### src/rtl/mc_controller.sv
// mc_controller -- multi-cycle main controller for the 8-bit ARM-style datapath.
//
// Decodes Op/Funct/Cond of the held instruction and walks FETCH..WB states.
// Keeps the NZCV flag register and gates PC/register/memory writes with the
// condition check. Memory states wait on mem_ready.
//
// Ports:
//   clk          rising-edge clock
//   reset        asynchronous active-low reset (0 = reset)
//   Op/Funct/Cond instruction fields (Funct[5]=I, [4:1]=cmd, [0]=S or L)
//   ALUFlags     live NZCV from the ALU ([3]=N [2]=Z [1]=C [0]=V)
//   mem_ready    memory access completes this cycle
//   PCWrite, AdrSrc, MemWrite, IRWrite, RegWrite   datapath strobes/selects
//   RegSrc, ImmSrc, AluSrcA, ALUSrcB, ALUControl, ResultSrc  datapath selects
//   enhanced_op  Funct[2:1] while in MEMDT, else 00
//   state_out    current state (debug)
//
// Optional feature: define MC_PERF_EN to add cycle_cnt[15:0] and
// retire_cnt[15:0] performance counters.

module mc_controller #(
    parameter int FLAG_W  = 4,
    parameter int STATE_W = 4
) (
    input  logic               clk,
    input  logic               reset,
    input  logic [1:0]         Op,
    input  logic [5:0]         Funct,
    input  logic [2:0]         Cond,
    input  logic [FLAG_W-1:0]  ALUFlags,
    input  logic               mem_ready,
    output logic               PCWrite,
    output logic               AdrSrc,
    output logic               MemWrite,
    output logic               IRWrite,
    output logic               RegWrite,
    output logic [2:0]         RegSrc,
    output logic [1:0]         ImmSrc,
    output logic               AluSrcA,
    output logic [1:0]         ALUSrcB,
    output logic [2:0]         ALUControl,
    output logic [1:0]         ResultSrc,
    output logic [1:0]         enhanced_op,
    output logic [STATE_W-1:0] state_out
`ifdef MC_PERF_EN
    ,
    output logic [15:0]        cycle_cnt,
    output logic [15:0]        retire_cnt
`endif
);

    typedef enum logic [STATE_W-1:0] {
        FETCH    = 4'd0,
        DECODE   = 4'd1,
        MEMADR   = 4'd2,
        MEMRD    = 4'd3,
        MEMWB    = 4'd4,
        MEMWR    = 4'd5,
        EXECUTER = 4'd6,
        EXECUTEI = 4'd7,
        ALUWB    = 4'd8,
        BRANCH   = 4'd9,
        MEMDT    = 4'd10
    } state_t;

    state_t            state, next_state;
    logic [FLAG_W-1:0] nzcv;

    logic       next_pc, branch, reg_w, mem_w, alu_op;
    logic       cond_ex, no_write, is_cmp, cmd_illegal;
    logic [2:0] dp_ctrl;

    // Data-processing command decode
    always_comb begin
        dp_ctrl     = 3'b000;
        is_cmp      = 1'b0;
        cmd_illegal = 1'b0;
        case (Funct[4:1])
            4'b0100: dp_ctrl = 3'b000;
            4'b0010: dp_ctrl = 3'b001;
            4'b0000: dp_ctrl = 3'b010;
            4'b1100: dp_ctrl = 3'b011;
            4'b0001: dp_ctrl = 3'b100;
            4'b1101: dp_ctrl = 3'b101;
            4'b1010: begin dp_ctrl = 3'b001; is_cmp = 1'b1; end
            default: cmd_illegal = 1'b1;
        endcase
    end

    // cmd bits of memory instructions are addressing-mode bits, so the
    // write suppression only applies to data-processing instructions
    assign no_write = (Op == 2'b00) && (is_cmp || cmd_illegal);

    // Condition check against the stored flags
    always_comb begin
        case (Cond)
            3'b000:  cond_ex = nzcv[2];
            3'b001:  cond_ex = ~nzcv[2];
            3'b010:  cond_ex = nzcv[1];
            3'b011:  cond_ex = ~nzcv[1];
            3'b100:  cond_ex = nzcv[3];
            3'b101:  cond_ex = ~nzcv[3];
            3'b110:  cond_ex = (nzcv[3] == nzcv[0]);
            default: cond_ex = 1'b1;
        endcase
    end

    // Next state and per-state control
    always_comb begin
        next_state  = FETCH;
        IRWrite     = 1'b0;
        next_pc     = 1'b0;
        branch      = 1'b0;
        reg_w       = 1'b0;
        mem_w       = 1'b0;
        alu_op      = 1'b0;
        AdrSrc      = 1'b0;
        AluSrcA     = 1'b0;
        ALUSrcB     = 2'b00;
        ResultSrc   = 2'b00;
        enhanced_op = 2'b00;
        case (state)
            FETCH: begin
                // IR load is held high while in reset so the fetch path is primed
                IRWrite    = mem_ready | ~reset;
                next_pc    = mem_ready;
                AluSrcA    = 1'b1;
                ALUSrcB    = 2'b10;
                ResultSrc  = 2'b10;
                next_state = mem_ready ? DECODE : FETCH;
            end
            DECODE: begin
                AluSrcA   = 1'b1;
                ALUSrcB   = 2'b10;
                ResultSrc = 2'b10;
                case (Op)
                    2'b00:   next_state = Funct[5] ? EXECUTEI : EXECUTER;
                    2'b01:   next_state = MEMADR;
                    2'b10:   next_state = BRANCH;
                    default: next_state = MEMDT;
                endcase
            end
            MEMADR: begin
                ALUSrcB    = 2'b01;
                next_state = Funct[0] ? MEMRD : MEMWR;
            end
            MEMRD: begin
                AdrSrc     = 1'b1;
                next_state = mem_ready ? MEMWB : MEMRD;
            end
            MEMWB: begin
                reg_w     = 1'b1;
                ResultSrc = 2'b01;
            end
            MEMWR: begin
                AdrSrc     = 1'b1;
                mem_w      = 1'b1;
                next_state = mem_ready ? FETCH : MEMWR;
            end
            EXECUTER: begin
                alu_op     = 1'b1;
                next_state = ALUWB;
            end
            EXECUTEI: begin
                ALUSrcB    = 2'b01;
                alu_op     = 1'b1;
                next_state = ALUWB;
            end
            ALUWB: reg_w = 1'b1;
            BRANCH: begin
                branch    = 1'b1;
                ALUSrcB   = 2'b01;
                ResultSrc = 2'b10;
            end
            MEMDT: begin
                ALUSrcB     = 2'b01;
                enhanced_op = Funct[2:1];
                next_state  = MEMWB;
            end
            default: next_state = FETCH;
        endcase
    end

    assign ALUControl = alu_op ? dp_ctrl : 3'b000;
    assign PCWrite    = reset & (next_pc | (branch & cond_ex));
    assign RegWrite   = reg_w & cond_ex & ~no_write;
    assign MemWrite   = mem_w & cond_ex;
    assign RegSrc     = {Op == 2'b11, Op == 2'b01, Op == 2'b10};
    assign ImmSrc     = Op;
    assign state_out  = state;

    always_ff @(posedge clk or negedge reset) begin
        if (!reset) begin
            state <= FETCH;
            nzcv  <= '0;
        end else begin
            state <= next_state;
            // CMP updates flags regardless of its S bit
            if ((state == EXECUTER || state == EXECUTEI) && (Funct[0] || is_cmp) && cond_ex)
                nzcv <= ALUFlags;
        end
    end

`ifdef MC_PERF_EN
    always_ff @(posedge clk or negedge reset) begin
        if (!reset) begin
            cycle_cnt  <= '0;
            retire_cnt <= '0;
        end else begin
            cycle_cnt <= cycle_cnt + 16'd1;
            if (state != FETCH && next_state == FETCH)
                retire_cnt <= retire_cnt + 16'd1;
        end
    end
`endif

endmodule

### config.mk
export PLATFORM = sky130hd
export DESIGN_NAME = mc_controller
export DESIGN_NICKNAME = d
export VERILOG_FILES = /design/src/rtl/mc_controller.sv
export SDC_FILE = /design/constraint.sdc
export NUM_CORES = 1
export LEC_CHECK = 0
export CORE_MARGIN = 2
export CORE_UTILIZATION = 33
export DETAILED_ROUTE_END_ITERATION = 8
export MAX_ROUTING_LAYER = met4
export PLACE_DENSITY_LB_ADDON = 0.05
export SETUP_SLACK_MARGIN = 0.1
export SLEW_MARGIN = 20
export SYNTH_ARGS = -nofsm -noshare
export SYNTH_HDL_FRONTEND = slang
export SYNTH_SLANG_ARGS = --single-unit
### constraint.sdc
create_clock -name clk -period 1.5 [get_ports clk]
set_input_delay 0.375 -clock clk [delete_from_list [all_inputs] [get_ports clk]]
set_output_delay 0.375 -clock clk [all_outputs]
set_load 0.01 [all_outputs]
==> qor_table.md <==
| Item | This run | Unit |
|---|---|---|
| Number of cells after detailed placement | 185 | - |
| Clock Pin Slew Worst Setup and Hold Paths | 0.05 | ns |
| Number of maximum-capacitance violations | 0 | - |
| Largest driver fanout on the critical path | 3 | - |
| Violated checks | setup timing | - |
| Sort of element at the start of the critical path | register | - |
| Least setup slack across all paths after layout | -0.436 | ns |
| Compound-Gate Fraction of Synth Area | 0.191 | - |
| Mapped Nets | 108 | - |
| Utilization after layout | 0.904 | - |
| Vias in the first global route | 1069 | - |
| Area used by multi-input combinational logic | 699 | um^2 |
| Buffers added on ports | 41 | - |
| Worst Path Arrival | 1.56 | ns |
| Worst slew margin relative to its limit | 0.762 | - |
| Adder and majority cell fraction of the synthesized area | 0 | - |
| Inserted Diodes | 0 | - |
| Htree depth | 1 | - |
| Async set-reset flop share out of synthesis | 1.00 | - |
| Hold buffer count at cts | 0 | - |
| Number of buffers added by the clock tree synthesis step | 3 | - |
| Cell types with the largest area share after synthesis | sky130_fd_sc_hd__dfrtp_1, sky130_fd_sc_hd__mux2_2, sky130_fd_sc_hd__nor3_1, sky130_fd_sc_hd__xor2_1, sky130_fd_sc_hd__a21oi_1 | - |
| Site Rows | 16 | - |
| Final setup violation count | 20 | - |
| First-pass GRT wire length | 4770 | um |
| Average footprint of a synthesized cell | 7.85 | um^2 |
| Initial cell density of the core | 0.357 | - |
| Leak | 0.843 | nW |
| Run status | finished, violations left | - |
| Share of synthesized area occupied by flip-flops and latches | 0.283 | - |
| Number of synthesized flops with an enable pin | 0 | - |
| Core area | 0.00198 | mm^2 |
| Dominant register cell in the synthesized netlist | sky130_fd_sc_hd__dfrtp_1 | - |
| Post-synthesis simple-gate area fraction | 0.313 | - |
| Xor and xnor area share after synthesis | 0.0496 | - |
| Total Nets Final | 202 | - |
| Iteration-0 DRC count of the detailed router | 23 | - |
| Placed cell areas | 0.00142 | mm^2 |
| Standard cell with the maximum stage delay on the critical path | sky130_fd_sc_hd__or4_4 | - |
| Placement Setup Slack | -1.15 | ns |
| Min Hold Slack | 0.542 | ns |
| Total via count in the routed design | 1121 | - |
| Register area | 201 | um^2 |
| Layout overhead on the synthesized area | 153 | % |
| Peak supply drop | 1.38 | mV |
| Final worst path period need | 1.94 | ns |
| Critical path's top delay family | simple AND/OR/NAND/NOR gates | - |
| Setup repair after global routing missed its margin | yes | - |
| Top-Level Pins | 42 | - |
| Ordered cell list for the critical path | or4_4 > a21oi_4 > buf_2 | - |
| Power Total | 3.01 | mW |
| Number of pins with negative max-slew slack in the final report | 0 | - |
| TritonCTS clock tree | done | - |
| Die outline width | 50.3 | um |
| Register bit count reported by yosys | 8 | - |
| Initial antenna violation count | 0 | - |
| Share of cell area taken by muxes after synthesis | 0.0920 | - |
| Slew at the pin closest to its max-slew limit | 0.355 | ns |
| Count of mapped cells out of synthesis | 90 | - |
| Clock net sink count | 8 | - |
| HPWL Detailed | 1970 | um |
| Setup TNS | -6.38 | ns |
| Design Area, Final | 0.00179 | mm^2 |
| Cell area after synthesis | 707 | um^2 |
| Highest clock frequency the design can meet | 517 | MHz |
| Hold Path Class | register to register | - |
| Required time worst endpoint | 1.12 | ns |
| Mean number of vias per cell | 5.36 | - |
| Tcrit/Tclk final | 1.29 | - |
| Pin count of the biggest net entering global routing | 8 | - |
| Synth unique cells | 32 | - |
| Average wire length per cell after detail routing | 17.8 | um |
| Setup Crit Path Kind | register to output pin | - |
| Wire length after detailed routing | 3730 | um |
| Worst clock skew on the final layout | 0.00139 | ns |
| Number of remaining DRC errors | 0 | - |
| Largest family of logic cells by synthesized area | simple AND/OR/NAND/NOR gates | - |
| Number of synthesis warnings | 0 | - |
| Cell type with the highest aggregate area in the netlist | sky130_fd_sc_hd__dfrtp_1 | - |
| Global-route total usage across every layer | 0.260 | - |
| Count of TritonRoute iterations in the first routing pass | 4 | - |
| Insertion delay to the later sink of the worst-skew pair | 0.26 | ns |
| Cell at the root of the clock tree | sky130_fd_sc_hd__clkbuf_4 | - |
| Non-Filler Instances | 209 | - |
| Synth top area share | 0.283 | - |
| Worst path buffer plus inverter count | 1 | - |
| Placer Congestion | 0.802 | - |
| Critical path capture point type | output pin | - |
| Largest stage delay, worst path | 0.60 | ns |
| Antenna viol nets, final | 0 | - |
| Gr ovfl total | 0 | - |
| Clk buf depth | 2 | - |
| Share of post-route cells with drive strength above 1 | 0.670 | - |
| Die Y | 50.3 | um |
| Hold Vio Cnt, Final | 0 | - |
| Floorplan die area | 0.00253 | mm^2 |
| Cell Pwr Density | 1680 | mW/mm^2 |
| Count of fill cells added during filler insertion | 87 | - |
==> layout by cell type, fill, tap and decap left out, types with 2 or more instances in the layout <==
cell,count
sky130_fd_sc_hd__buf_4,33
sky130_fd_sc_hd__buf_6,27
sky130_fd_sc_hd__buf_2,16
sky130_fd_sc_hd__clkdlybuf4s50_1,8
sky130_fd_sc_hd__dfrtp_1,7
sky130_fd_sc_hd__nor3_2,5
sky130_fd_sc_hd__nor2_1,5
sky130_fd_sc_hd__dlygate4sd2_1,5
sky130_fd_sc_hd__inv_1,4
sky130_fd_sc_hd__a21oi_1,4
sky130_fd_sc_hd__mux2_4,4
sky130_fd_sc_hd__a31oi_1,3
sky130_fd_sc_hd__nand2_1,3
sky130_fd_sc_hd__nor3_4,3
sky130_fd_sc_hd__nor4_4,3
sky130_fd_sc_hd__clkbuf_4,3
sky130_fd_sc_hd__o31ai_2,2
sky130_fd_sc_hd__mux2i_1,2
sky130_fd_sc_hd__o21ai_1,2
sky130_fd_sc_hd__nand2b_1,2
sky130_fd_sc_hd__nor2_2,2
sky130_fd_sc_hd__nor2b_1,2
sky130_fd_sc_hd__xor2_1,2
sky130_fd_sc_hd__clkbuf_2,2
sky130_fd_sc_hd__clkdlybuf4s15_2,2
==> registers in the layout, summed over array words and instances (netlist names) <==
register,flops
nzcv,4
state_out,4
==> metal layers <==
metal | global-route usage | share of wire | vias up | wire, um
met1 | 0.285 | 0.39 | 543 | 1470
met4 | 0.0602 | 0.048 | 0 | 178
li1 | - | - | 514 | -
met5 | - | 0 | - | 0
met2 | 0.474 | 0.52 | 45 | 1920
met3 | 0.0565 | 0.042 | 19 | 155
==> synthesized netlist by cell type, drive strengths merged (4+ instances only) <==
master	count
a21oi	6
mux2	4
nor2	8
xor2	4
inv	5
dfrtp	8
nor2b	4
nor4	4
nand2	5
nor3	9
==> cell type report <==
type                    instances  area share
repair buffers                 95       0.453
clock buffers                   3      0.0126
well taps                      27      0.0189
multi-input cells              71       0.390
flip-flops and latches          8       0.112
inverters                       5      0.0133
==> final timing paths <==
kind	startpoint	to	slack, ns	cells after the start
worst max-delay path	state_out[1]$_DFF_PN0_	IRWrite	-0.44	3
max in group asynchronous	reset	state_out[3]$_DFF_PN0_	0.77	2
min in group asynchronous	reset	nzcv[2]$_DFFE_PN0P_	0.58	2
worst min register to register	nzcv[0]$_DFFE_PN0P_	nzcv[0]$_DFFE_PN0P_	0.54	1
worst min-delay path	nzcv[0]$_DFFE_PN0P_	nzcv[0]$_DFFE_PN0P_	0.54	1
worst max register to register	nzcv[1]$_DFFE_PN0P_	nzcv[3]$_DFFE_PN0P_	-0.34	6
==> cell families after synthesis <==
group / after synthesis
AOI/OAI and AO/OA: 21
xor gates and xnor gates: 4
DFF: 8
and+or+nand+nor: 40
buffers and inverters: 11
muxes: 6
==> power breakdown <==
part	total (mW)	switching, mW	internal (mW)
Clock	0.163	0.0717	0.0914
Sequential	0.411	0.0915	0.320
Combinational	2.43	1.10	1.33
==> what timing repair did <==
action,4_1_cts,5_1_grt
resized for setup,136,46
pin swaps,9,16
setup endpoints to repair,30,27
buffers inserted,14,9
No activity file was read; power rests on OpenSTA's default activity.
